===== config.mk =====
export PLATFORM = sky130hd
export DESIGN_NAME = shift_ctrl
export DESIGN_NICKNAME = d
export VERILOG_FILES = /design/src/rtl/shift_ctrl_pkg.sv /design/src/rtl/btn_debounce.sv /design/src/rtl/shift_ctrl.sv
export SDC_FILE = /design/constraint.sdc
export NUM_CORES = 1
export LEC_CHECK = 0
export BUFFER_PORTS_ARGS = -buffer_cell sky130_fd_sc_hd__clkbuf_2
export CORE_UTILIZATION = 40
export DETAILED_ROUTE_END_ITERATION = 10
export PLACE_DENSITY = 0.6
export SYNTH_ARGS = -nofsm -noshare
export SYNTH_HDL_FRONTEND = slang
export SYNTH_SLANG_ARGS = --single-unit

===== constraint.sdc =====
create_clock -name clock -period 3.47 [get_ports clock]
set_clock_uncertainty 0.15 [all_clocks]
set_input_delay 0.5205 -clock clock [delete_from_list [all_inputs] [get_ports clock]]
set_output_delay 0.5205 -clock clock [all_outputs]
set_load 0.02 [all_outputs]

===== src/rtl/shift_ctrl_pkg.sv =====
// rtl/shift_ctrl_pkg.sv - shared constants and helpers for the shift register control stage
package shift_ctrl_pkg;

    localparam logic [1:0] SPD_SLOW = 2'b00;
    localparam logic [1:0] SPD_MED  = 2'b01;
    localparam logic [1:0] SPD_FAST = 2'b10;
    localparam logic [1:0] SPD_MAX  = 2'b11;

    localparam logic DIR_LEFT  = 1'b1;
    localparam logic DIR_RIGHT = 1'b0;
    localparam logic SEL_RESET = DIR_LEFT;

    // Bits needed to hold values 0..max_val; never returns zero.
    function automatic int unsigned cnt_width(input int unsigned max_val);
        return (max_val > 0) ? $clog2(max_val + 1) : 1;
    endfunction

endpackage


===== src/rtl/btn_debounce.sv =====
// rtl/btn_debounce.sv - two-flop synchronizer and stability counter for a push-button
module btn_debounce
    import shift_ctrl_pkg::*;
#(
    parameter int unsigned DB_CYCLES = 1_000_000
) (
    input  logic clock,
    input  logic i_reset,
    input  logic i_btn,
    output logic o_clean,
    output logic o_rise
);

    localparam int unsigned      NB_DB   = cnt_width(DB_CYCLES - 1);
    localparam logic [NB_DB-1:0] DB_LAST = NB_DB'(DB_CYCLES - 1);

    logic             sync1_q, sync1_d;
    logic             sync2_q, sync2_d;
    logic             clean_q, clean_d;
    logic [NB_DB-1:0] cnt_q, cnt_d;
    logic             accept;

    always_comb begin
        sync1_d = i_btn;
        sync2_d = sync1_q;
        clean_d = clean_q;
        cnt_d   = '0;
        accept  = 1'b0;
        // Any cycle matching the accepted level restarts the stability count.
        if (sync2_q != clean_q) begin
            if (cnt_q == DB_LAST) begin
                accept  = 1'b1;
                clean_d = sync2_q;
            end else begin
                cnt_d = cnt_q + NB_DB'(1);
            end
        end
    end

    always_ff @(posedge clock) begin
        if (i_reset) begin
            sync1_q <= 1'b0;
            sync2_q <= 1'b0;
            clean_q <= 1'b0;
            cnt_q   <= '0;
        end else begin
            sync1_q <= sync1_d;
            sync2_q <= sync2_d;
            clean_q <= clean_d;
            cnt_q   <= cnt_d;
        end
    end

    assign o_clean = clean_q;
    assign o_rise  = accept & sync2_q;

endmodule


===== src/rtl/shift_ctrl.sv =====
// rtl/shift_ctrl.sv - enable strobe and direction level for the rotating one-hot shift register
module shift_ctrl
    import shift_ctrl_pkg::*;
#(
    parameter int unsigned NB_COUNT  = 32,
    parameter int unsigned LIMIT0    = 50_000_000,
    parameter int unsigned LIMIT1    = 25_000_000,
    parameter int unsigned LIMIT2    = 12_500_000,
    parameter int unsigned LIMIT3    = 6_250_000,
    parameter int unsigned DB_CYCLES = 1_000_000
) (
    input  logic       clock,
    input  logic       i_reset,
    input  logic       i_run,
    input  logic [1:0] i_speed,
    input  logic       i_btn,
    output logic       o_enable,
    output logic       o_selector,
    output logic       o_btn_clean
);

    logic [NB_COUNT-1:0] cnt_q, cnt_d;
    logic [NB_COUNT-1:0] limit;
    logic                enable_q, enable_d;
    logic                selector_q, selector_d;
    logic                btn_clean;
    logic                btn_rise;

    btn_debounce #(
        .DB_CYCLES(DB_CYCLES)
    ) u_debounce (
        .clock  (clock),
        .i_reset(i_reset),
        .i_btn  (i_btn),
        .o_clean(btn_clean),
        .o_rise (btn_rise)
    );

    always_comb begin
        case (i_speed)
            SPD_SLOW: limit = NB_COUNT'(LIMIT0);
            SPD_MED:  limit = NB_COUNT'(LIMIT1);
            SPD_FAST: limit = NB_COUNT'(LIMIT2);
            default:  limit = NB_COUNT'(LIMIT3);
        endcase
    end

    // >= so that switching to a shorter period mid-count wraps at once.
    always_comb begin
        cnt_d    = '0;
        enable_d = 1'b0;
        if (i_run) begin
            if (cnt_q >= limit - NB_COUNT'(1)) begin
                enable_d = 1'b1;
            end else begin
                cnt_d = cnt_q + NB_COUNT'(1);
            end
        end
    end

    always_comb begin
        selector_d = selector_q ^ btn_rise;
    end

    always_ff @(posedge clock) begin
        if (i_reset) begin
            cnt_q      <= '0;
            enable_q   <= 1'b0;
            selector_q <= SEL_RESET;
        end else begin
            cnt_q      <= cnt_d;
            enable_q   <= enable_d;
            selector_q <= selector_d;
        end
    end

    assign o_enable    = enable_q;
    assign o_selector  = selector_q;
    assign o_btn_clean = btn_clean;

endmodule


==> reports/results.txt <==
Syn. warnings - 0
H-tree Lvls - 3
Core area - 6907 µm²
Sequential area share after synthesis - 39.45%
Initial antenna violation count - 0
First-pass GRT wire length - 9515 µm
Via count - 2193
CP Capture Type - flop
Share of flip-flops with an asynchronous set or reset - 0%
Count of pins over their slew limit - 0
Achievable frequency - 0.3512 GHz
Worst Path Arrival - 2910 ps
Power Total - 0.001364 W
Cells after DPL - 415
IO Port Bufs - 8
Metal2 WL - 2344 µm
Setup Viol. Count Final - 0
Setup TNS - 0 ps
VDD IR-drop max - 0.2050 mV
EDFF count, synth - 0
Worst path slowest cell - nor4_1
P&R area growth vs syn - 11.29%
Met1 WL - 2885 µm
Wire per inst - 12.75 µm
Die area - 7576 µm²
Cts hold-fix bufs - 0
Chip height - 87.04 µm
Global placer's final weighted congestion - 0.7789
Main synth FF type - dfxtp_1
IO Pins - 9
Min cycle time layout - 2848 ps
Synth cell types - 38
Syn_area_per_cell - 9.125 µm²
Final wirelength - 5482 µm
Cell count after synthesis - 317
Clock slew at reported path FFs - 60 ps
Share of cells above drive strength 1 - 9.581%
Crit Path Category - in -> reg
Finished Layout Cells - 430
Power Density - 423.8 nW/µm²
Largest net degree at the start of global routing - 29
Max Used Layer - met4
Drt first-iter violations - 155
Drt first pass iters - 4
Die X - 87.04 µm
Max-Cap Viols - 0
Crit path cell chain - clkbuf_2, and2_1, inv_1, ha_1, ha_1, a21oi_1, nor4b_1, a211o_1, a211o_1, buf_4, nor4_1
Pre-CTS worst setup slack - 326.7 ps
Total track usage - 16.56%
Max incr delay on CP - 330 ps
Slew margin rel. - 24.54%
CP Max Fanout - 28
Vias/cell - 5.100
Congestion Overflow GR - 0
RSZ-0062 raised after global routing - false
FP Rows - 30
PnR worst setup slack - 622.3 ps
Outcome - finished, final reports clean
LEAKAGE - 1.152 nW
Hold Fails Final Rpt - 0
Final #Nets - 359
Clock Latency Late Sink - 330 ps
Post-Syn Area - 2893 µm²
Post-cts sizing count - 0
Critical Path RT - 3540 ps
CTS tree - built
Metal3 WL - 159 µm
Clk root buf - clkbuf_8
Routed Antenna Nets - 0
Vias in the first global route - 2059
CTS Buf Count - 9
Drt drc - 0
Maximum clock path buffer count - 2
# diodes - 0
Starting Density - 41.88%
Slew @ Worst Pin - 1132 ps
Clk sinks - 57
Type of the tightest min-delay check - in -> reg
# Post-CTS Setup Buffers - 0
Hpwl dp - 3746 µm
CP startpoint kind - primary input
Tcrit/Tclk final - 82.07%
Synth Register Bits - 57
[routing by layer]
layer	global-route usage (%)	vias to the layer above
met3	5.118	7
met1	21.77	1011
met2	24.91	27
met5	0	-
li1	-	1148
met4	7.273	0
[state kept, by name (all words and copies together), names as in the netlist]
register            cells
o_selector              1
cnt_q                  32
o_enable                1
u_debounce.sync2_q      1
u_debounce.o_clean      1
u_debounce.sync1_q      1
u_debounce.cnt_q       20
[per-stage QoR]
stage | instance area (µm²) | hold WS, ps | util (%)
4_1_cts | 3219 | 258.8 | 46.61
5_1_grt | 3219 | 270.3 | 46.61
3_5_place_dp | 3005 | 289.7 | 43.51
6_report | 3219 | 266.9 | 46.61
2_1_floorplan | 2912 | 263.8 | -
3_3_place_gp | 3005 | 270.2 | 43.51
[where the power goes]
group | switching (W) | internal (W) | total, W
registers | 0.00000182 | 0.000660 | 0.000661
clock network | 0.000258 | 0.000405 | 0.000663
logic | 0.0000263 | 0.0000138 | 0.0000401
total | 0.000286 | 0.00108 | 0.00136
[worst max-delay path: cells and delay by family]
kind	cells	cell delay [ps]
AOI/OAI and AO/OA	3	720
and+or+nand+nor	3	620
adders and majority gates	2	580
buffers and inverters	3	460
[area by class of cell]
| class | count | area [µm²] |
|---|---|---|
| Sequential cell | 57 | 1141 |
| Fill cell | 725 | 3687 |
| Clock inverter | 2 | 35.03 |
| Clock buffer | 13 | 178.9 |
| Timing Repair Buffer | 9 | 47.55 |
| Tap cell | 96 | 120.1 |
| Multi-Input combinational cell | 241 | 1652 |
| Inverter | 12 | 45.04 |
[placed cells by master, fill, tap and decap left out, types with 2 or more instances in the layout]
| cell type | instances |
|---|---|
| xor2_1 | 28 |
| nand3_1 | 24 |
| conb_1 | 6 |
| nor4_1 | 30 |
| a21oi_1 | 8 |
| a21o_1 | 2 |
| clkbuf_8 | 13 |
| nor3_1 | 3 |
| nor2b_1 | 2 |
| nor4b_1 | 4 |
| nand2_1 | 17 |
| xnor2_1 | 17 |
| and2_1 | 2 |
| and4_1 | 2 |
| o21ai_0 | 4 |
| nand4_1 | 13 |
| nand2b_1 | 3 |
| inv_1 | 12 |
| dfxtp_1 | 57 |
| and3_1 | 4 |
| nor2_1 | 36 |
| ha_1 | 23 |
| a211o_1 | 2 |
| clkbuf_2 | 8 |
[path summary, 6_finish.rpt]
check                           slack (ps)                            end                     startpoint  depth (start not counted)
worst max register to register        1070           cnt_q[20]$_SDFF_PP0_           cnt_q[13]$_SDFF_PP0_                          7
worst min-delay path                   270  u_debounce.sync1_q$_SDFF_PP0_                          i_btn                          2
worst max-delay path                   620           cnt_q[20]$_SDFF_PP0_                     i_speed[0]                         11
worst min register to register         290  u_debounce.sync2_q$_SDFF_PP0_  u_debounce.sync1_q$_SDFF_PP0_                          1
[cells by family after synthesis]
group	after synthesis	share of synthesized area [%]
other cells	1	0.1296
simple gates	148	27.98
compound gates	19	4.758
xor+xnor	45	13.62
buf+inv	24	4.109
flops	57	39.45
fa+ha+maj	23	9.948
[synth_stat cells (5+ instances only)]
master | n | area [µm²]
xnor2_1 | 17 | 148.9
ha_1 | 23 | 287.8
nand2_1 | 17 | 63.81
nand4_1 | 13 | 81.33
clkbuf_1 | 5 | 18.77
xor2_1 | 28 | 245.2
dfxtp_1 | 57 | 1141
inv_1 | 12 | 45.04
nor2_1 | 36 | 135.1
nor4_1 | 30 | 187.7
a21oi_1 | 8 | 40.04
nand3_1 | 24 | 120.1
No activity file was read; power rests on OpenSTA's default activity.
